## src/rtl/aes_job_sched.sv

```systemverilog
// aes_job_sched: shares one AES_ENC / AES_DEC core pair between two requesters.
//
// Requesters raise REQn (level) with MODEn/KEYn/DINn; a round-robin arbiter
// grants one (GNTn pulses while the inputs are captured), the scheduler runs
// the Krdy -> Drdy -> Dvld handshake on the selected core, and returns the
// result on DOUT/ERR with a RESP_VLDn / RESP_RDYn handshake. A watchdog aborts
// a job whose core never raises Dvld (ERR = 1, DOUT = 0).
//
// Ports:
//   CLK, RST                   clock, asynchronous active-high reset
//   REQn, MODEn, KEYn, DINn    job request and operands (n = 0, 1)
//   GNTn                       grant pulse
//   RESP_VLDn, RESP_RDYn       response handshake, DOUT/ERR shared
//   C_KEY, C_DIN, C_KRDY, C_DRDY, C_EN_E, C_EN_D   drive the core pair
//   C_BSY_x, C_DVLD_x, C_DOUT_x                     core status/results
//
// Optional feature (macro AES_KEY_CACHE_EN): remember {mode, key} of the last
// successful job and skip the KEY step when the next job reuses it.
module aes_job_sched #(
  parameter int unsigned TIMEOUT = 32,
  parameter int unsigned RST_PTR = 0
) (
  input  logic         CLK,
  input  logic         RST,
  input  logic         REQ0,
  input  logic         REQ1,
  input  logic         MODE0,
  input  logic         MODE1,
  input  logic [127:0] KEY0,
  input  logic [127:0] KEY1,
  input  logic [127:0] DIN0,
  input  logic [127:0] DIN1,
  output logic         GNT0,
  output logic         GNT1,
  output logic         RESP_VLD0,
  output logic         RESP_VLD1,
  input  logic         RESP_RDY0,
  input  logic         RESP_RDY1,
  output logic [127:0] DOUT,
  output logic         ERR,
  output logic [127:0] C_KEY,
  output logic [127:0] C_DIN,
  output logic         C_KRDY,
  output logic         C_DRDY,
  output logic         C_EN_E,
  output logic         C_EN_D,
  input  logic         C_BSY_E,
  input  logic         C_BSY_D,
  input  logic         C_DVLD_E,
  input  logic         C_DVLD_D,
  input  logic [127:0] C_DOUT_E,
  input  logic [127:0] C_DOUT_D
);

  localparam int unsigned WdW = $clog2(TIMEOUT + 1);
  localparam logic [WdW-1:0] WdMax = WdW'(TIMEOUT);

  typedef enum logic [2:0] {StIdle, StKey, StData, StWait, StDone} state_e;

  state_e         state_q, state_d;
  logic           ptr_q, ptr_d;
  logic           owner_q, owner_d;
  logic           mode_q, mode_d;
  logic [127:0]   key_q, key_d;
  logic [127:0]   din_q, din_d;
  logic [127:0]   dout_q, dout_d;
  logic           err_q, err_d;
  logic [WdW-1:0] wd_q, wd_d, wd_inc;
  logic           krdy_q, krdy_d;
  logic           en_e_q, en_e_d;
  logic           en_d_q, en_d_d;
  logic           vld0_q, vld0_d;
  logic           vld1_q, vld1_d;

  logic           gnt0_c, gnt1_c, act_d;
  logic           req_mode, cache_hit;
  logic [127:0]   req_key;
  logic           bsy_sel, dvld_sel;
  logic [127:0]   dout_sel;

  // Round-robin: a lone request wins; on contention the pointer decides.
  assign gnt0_c   = REQ0 & (~REQ1 | ~ptr_q);
  assign gnt1_c   = REQ1 & (~REQ0 | ptr_q);
  assign req_mode = gnt1_c ? MODE1 : MODE0;
  assign req_key  = gnt1_c ? KEY1 : KEY0;

  assign bsy_sel  = mode_q ? C_BSY_D : C_BSY_E;
  assign dvld_sel = mode_q ? C_DVLD_D : C_DVLD_E;
  assign dout_sel = mode_q ? C_DOUT_D : C_DOUT_E;
  assign wd_inc   = wd_q + 1'b1;

`ifdef AES_KEY_CACHE_EN
  logic         cache_vld_q, cache_vld_d;
  logic         cache_mode_q, cache_mode_d;
  logic [127:0] cache_key_q, cache_key_d;
  assign cache_hit = cache_vld_q & (req_mode == cache_mode_q) & (req_key == cache_key_q);
`else
  assign cache_hit = 1'b0;
`endif

  always_comb begin
    state_d = state_q;
    ptr_d   = ptr_q;
    owner_d = owner_q;
    mode_d  = mode_q;
    key_d   = key_q;
    din_d   = din_q;
    dout_d  = dout_q;
    err_d   = err_q;
    wd_d    = wd_q;
    GNT0    = 1'b0;
    GNT1    = 1'b0;
`ifdef AES_KEY_CACHE_EN
    cache_vld_d  = cache_vld_q;
    cache_mode_d = cache_mode_q;
    cache_key_d  = cache_key_q;
`endif
    unique case (state_q)
      StIdle: begin
        if (gnt0_c | gnt1_c) begin
          GNT0    = gnt0_c;
          GNT1    = gnt1_c;
          owner_d = gnt1_c;
          mode_d  = req_mode;
          key_d   = req_key;
          din_d   = gnt1_c ? DIN1 : DIN0;
          state_d = cache_hit ? StData : StKey;
        end
      end
      StKey:  state_d = StData;
      StData: begin
        if (!bsy_sel) begin
          wd_d    = '0;
          state_d = StWait;
        end
      end
      StWait: begin
        wd_d = wd_inc;
        // Dvld takes precedence over a timeout landing in the same cycle.
        if (dvld_sel) begin
          dout_d  = dout_sel;
          err_d   = 1'b0;
          state_d = StDone;
`ifdef AES_KEY_CACHE_EN
          cache_vld_d  = 1'b1;
          cache_mode_d = mode_q;
          cache_key_d  = key_q;
`endif
        end else if (wd_inc == WdMax) begin
          dout_d  = '0;
          err_d   = 1'b1;
          state_d = StDone;
`ifdef AES_KEY_CACHE_EN
          cache_vld_d = 1'b0;
`endif
        end
      end
      StDone: begin
        if (owner_q ? RESP_RDY1 : RESP_RDY0) begin
          ptr_d   = ~owner_q;
          state_d = StIdle;
        end
      end
      default: state_d = StIdle;
    endcase

    // Handshake outputs are registered from the next state.
    act_d  = (state_d == StKey) | (state_d == StData) | (state_d == StWait);
    krdy_d = (state_d == StKey);
    en_e_d = act_d & ~mode_d;
    en_d_d = act_d & mode_d;
    vld0_d = (state_d == StDone) & ~owner_d;
    vld1_d = (state_d == StDone) & owner_d;
  end

  always_ff @(posedge CLK or posedge RST) begin
    if (RST) begin
      state_q <= StIdle;
      ptr_q   <= 1'(RST_PTR);
      owner_q <= 1'b0;
      mode_q  <= 1'b0;
      key_q   <= '0;
      din_q   <= '0;
      dout_q  <= '0;
      err_q   <= 1'b0;
      wd_q    <= '0;
      krdy_q  <= 1'b0;
      en_e_q  <= 1'b0;
      en_d_q  <= 1'b0;
      vld0_q  <= 1'b0;
      vld1_q  <= 1'b0;
`ifdef AES_KEY_CACHE_EN
      cache_vld_q  <= 1'b0;
      cache_mode_q <= 1'b0;
      cache_key_q  <= '0;
`endif
    end else begin
      state_q <= state_d;
      ptr_q   <= ptr_d;
      owner_q <= owner_d;
      mode_q  <= mode_d;
      key_q   <= key_d;
      din_q   <= din_d;
      dout_q  <= dout_d;
      err_q   <= err_d;
      wd_q    <= wd_d;
      krdy_q  <= krdy_d;
      en_e_q  <= en_e_d;
      en_d_q  <= en_d_d;
      vld0_q  <= vld0_d;
      vld1_q  <= vld1_d;
`ifdef AES_KEY_CACHE_EN
      cache_vld_q  <= cache_vld_d;
      cache_mode_q <= cache_mode_d;
      cache_key_q  <= cache_key_d;
`endif
    end
  end

  assign C_KEY     = key_q;
  assign C_DIN     = din_q;
  assign C_KRDY    = krdy_q;
  // Drdy must react to Busy in the same cycle, so it stays combinational.
  assign C_DRDY    = (state_q == StData) & ~bsy_sel;
  assign C_EN_E    = en_e_q;
  assign C_EN_D    = en_d_q;
  assign RESP_VLD0 = vld0_q;
  assign RESP_VLD1 = vld1_q;
  assign DOUT      = dout_q;
  assign ERR       = err_q;

endmodule

```

## config.mk

```make
export PLATFORM = sky130hd
export DESIGN_NAME = aes_job_sched
export DESIGN_NICKNAME = d
export VERILOG_FILES = /design/src/rtl/aes_job_sched.sv
export SDC_FILE = /design/constraint.sdc
export NUM_CORES = 1
export LEC_CHECK = 0
export CORE_AREA = 4 4 455 457
export CTS_CLUSTER_DIAMETER = 80
export DETAILED_ROUTE_END_ITERATION = 16
export DIE_AREA = 0 0 459 461
export MAX_ROUTING_LAYER = met4
export PLACE_DENSITY_LB_ADDON = 0.25
export SLEW_MARGIN = 10
export SYNTH_ARGS = -nofsm -noshare
export SYNTH_HDL_FRONTEND = slang
export SYNTH_SLANG_ARGS = --single-unit
```

## constraint.sdc

```tcl
create_clock -name CLK -period 31.3 [get_ports CLK]
set_clock_uncertainty 0.1 [all_clocks]
set_input_delay 6.26 -clock CLK [delete_from_list [all_inputs] [get_ports CLK]]
set_output_delay 6.26 -clock CLK [all_outputs]
set_load 0.02 [all_outputs]
```

==> summary.md <==
| Metric | Value |
|---|---|
| Worst-path clk slew | roughly 0.050 ns |
| Clk Latency, worst-skew pair | ~0.67 ns |
| Max layer used | met4 |
| Routed len/inst | 21.2 um |
| Buf+Inv Stages, Crit Path | 2 |
| Row count | 166 |
| Nets@finish | 3536 |
| CP delay by family, top | buffers and inverters |
| Met2 routed WL | 54800 um |
| Crit end category | output port |
| Max_slew headroom | 0.303 |
| Final HPWL DP | 94500 um |
| Resized cells post-CTS | 0 |
| Total congestion overflow | 0 |
| Crit path arrival time | 7.85 ns |
| Status | finished clean |
| Min Tclk post-route | roughly 14 ns |
| Avg Inst Size Synth | 11.3 um^2 |
| Int Pwr | 1850 uW |
| Max cap viols | 0 |
| CP max stage delay | around 0.6 ns |
| Core Box Area | approximately 200000 um^2 |
| Peak Freq | between 70 and 80 MHz |
| Global-route wire length before repair | 155000 um |
| Fin crit share | 0.454 |
| Sw Share | 0.410 |
| Final instance area | 35000 um^2 |
| H-tree Lvls | 2 |
| Clk root buf | clkbuf_16 |
| Height of the die | approximately 460 um |
| RSZ-0062 raised after global routing | false |
| Non-Filler Instances | 5512 |
| Unique masters post-synth | 38 |
| R2r startpoint | ptr_q |
| Synthesized cell area | about 18000 um^2 |
| Largest net degree at the start of global routing | 103 |
| Port bufs | 1172 |
| CP max FO | 4 |
| Sw Pwr | 1280 uW |
| Hold buffer count at cts | 0 |
| Worst path most repeated cell | clkdlybuf4s50_1 |
| Peak supply drop | 34.3 uV |
| ANT nets after route | 0 |
| Synth Warn # | 0 |
| Met3 wire length | between 10000 and 15000 um |
| Req. time, crit path | 24.94 ns |
| Clock power frac | 0.214 |
| DR vias | around 17k |
| Initial Util | 0.0904 |
| Area leader, netlist | dfrtp_1 |
| Hold Fails Final Rpt | 0 |
| Asr flop ratio synth | 1.00 |
| Detailed-route DRC error count | 0 |
| DRT Wirelength | 117000 um |
| Placed Cells | 5383 |
| GRT Util Overall | 0.108 |
| Placer Congestion | between 0.7 and 0.8 |
| Yosys reg bits | 402 |
| Mapped Cells | 1631 |
| Clk buf depth | 3 |
| Layout area overhead | 90.3% |
| Vias in the first global route | 18.4k |
| Post-CTS setup repair buffer count | 0 |
| Most frequent cell after synthesis | dfrtp_1 |
| Setup TNS | 0 ns |
| CTS tree | done |
| Clock sink count | 402 |
| CTS Buf Count | 58 |
| Synth Net Count | 2412 |
| Min-Delay Startpoint | C_KEY[124] |
| Tightest Hold Check Type | reg -> reg |
| Standby leakage power | 0.0144 uW |
| Slowest-stage cell, CP | clkdlybuf4s50_1 |
| Die area | 212000 um^2 |
| Worst-Margin Slew | ~1.0 ns |
| Post-synth EDFFs | 0 |
| Critical path class | in -> out |
| CP Cell Sequence | clkdlybuf4s50_1 > nor2b_1 > nor2_4 > and2_1 > clkdlybuf4s50_1 |
| Initial antenna violation count | between 40 and 50 |
| Synth top area share | 0.546 |
| DP Area | about 33000 um^2 |
| Layout cells sized above 1 | 0.0436 |
| First drt pass iteration count | 4 |
| Synth area leaders | dfrtp_1 (55%), mux2i_1 (21%), o21ai_0 (7.3%), o2bb2ai_1 (6.1%), nand2_1 (5.5%) |
| Chip Width | roughly 460 um |
| Fraction of the yosys area taken by sequential cells | 0.546 |
| IO Count | 1173 |
| Commonest cells in the synthesized netlist | dfrtp_1 (402), mux2i_1 (387), nand2_1 (268), o21ai_0 (268), o2bb2ai_1 (128) |
| Drt via density | approximately 3.1 |
| Worst setup SP type | input pin |
| Power per cell area | 89.4 nW/um^2 |
| Initial drt markers | 658 |
| Register share of total power | 0.294 |
| Slew Limit Fails | 0 |
| Metal-1 WL | 45700 um |
| Crit path from | REQ0 |
| Final setup fails | 0 |
| Dominant synthesized flop cell | dfrtp_1 |
| Gate power share | 0.491 |
-- worst reg2reg max path: cells and delay by family (launching register included) --
family                 cells  cell delay (ns)
buffers and inverters      5             3.77
muxes                      1             0.41
AOI/OAI and AO/OA          1             0.10
and+or+nand+nor            2             0.20
DFF                        1             0.42
-- logic make-up after synthesis --
family | share of synthesized area
muxes | 0.211
and+or+nand+nor | 0.0640
adders and majority gates | 0.000680
AOI/OAI and AO/OA | 0.141
buffers and inverters | 0.0370
DFF | 0.546
-- cell type report --
type | instances | area, um^2
flip-flops and latches | 402 | 10100
repair buffers | 1193 | 11900
multi-input cells | 1095 | 7700
well taps | 2688 | 3360
fillers | 22600 | 169000
clock buffers | 87 | 1700
diodes | 24 | 60.1
clock inverters | 18 | 223
inverters | 5 | 26.3
-- power by group through the flow --
stage	clock network, uW	logic, uW	registers, uW
2_1_floorplan	0	469	1180
3_3_place_gp	0	1580	926
3_5_place_dp	0	1580	930
4_1_cts	708	1580	927
5_1_grt	725	1650	956
6_report	671	1540	922
-- cell usage in the layout (no fill, tap or decap), types with 3 or more instances in the layout --
master,Yosys,routed
inv_1,5,4
o2bb2ai_1,128,128
clkbuf_8,0,14
buf_4,21,20
clkinv_2,0,8
clkbuf_16,0,58
clkbuf_1,51,15
and3_1,4,4
dfrtp_1,402,401
clkdlybuf4s50_1,0,1172
a31oi_1,5,5
diode_2,0,24
a21oi_1,4,4
o21ai_0,268,268
bufinv_16,0,3
nand2_1,268,267
mux2i_1,387,387
nor2_1,5,4
inv_6,0,3
-- state kept, by name (all words and copies together), names as in the netlist, 3 cells and up --
name     count
C_DIN      128
wd_q         6
C_KEY      128
state_q      3
DOUT       128
-- metrics by stage --
step                      setup WS, ns  total power [uW]  hold WS (ns)   util
final                            17.09              3130         0.372  0.172
after global routing             17.09              3330         0.395  0.172
after CTS                        17.11              3210         0.382  0.172
after detailed placement         17.12              2510         0.369  0.162
after global placement           17.10              2500         0.361  0.162
after floorplan                  13.76              1650         0.381      -
-- metal layers --
layer  vias up  track usage
met5         -            -
met4         0       0.0393
met3       124       0.0485
met2       868        0.173
met1      7994        0.118
li1       8123            -
-- final timing paths --
kind / end / slack [ns] / cells after the start
worst max-delay path: GNT1 / 17.09 / 5
worst min-delay path: C_KEY[124] / 0.37 / 2
worst max register to register: C_DIN[101] / 26.13 / 9
worst min register to register: C_KEY[124] / 0.37 / 2
max in group asynchronous: C_KEY[88] / 22.13 / 5
min in group asynchronous: C_DIN[49] / 6.03 / 2
Note: power is estimated with default switching activity, not from simulation.
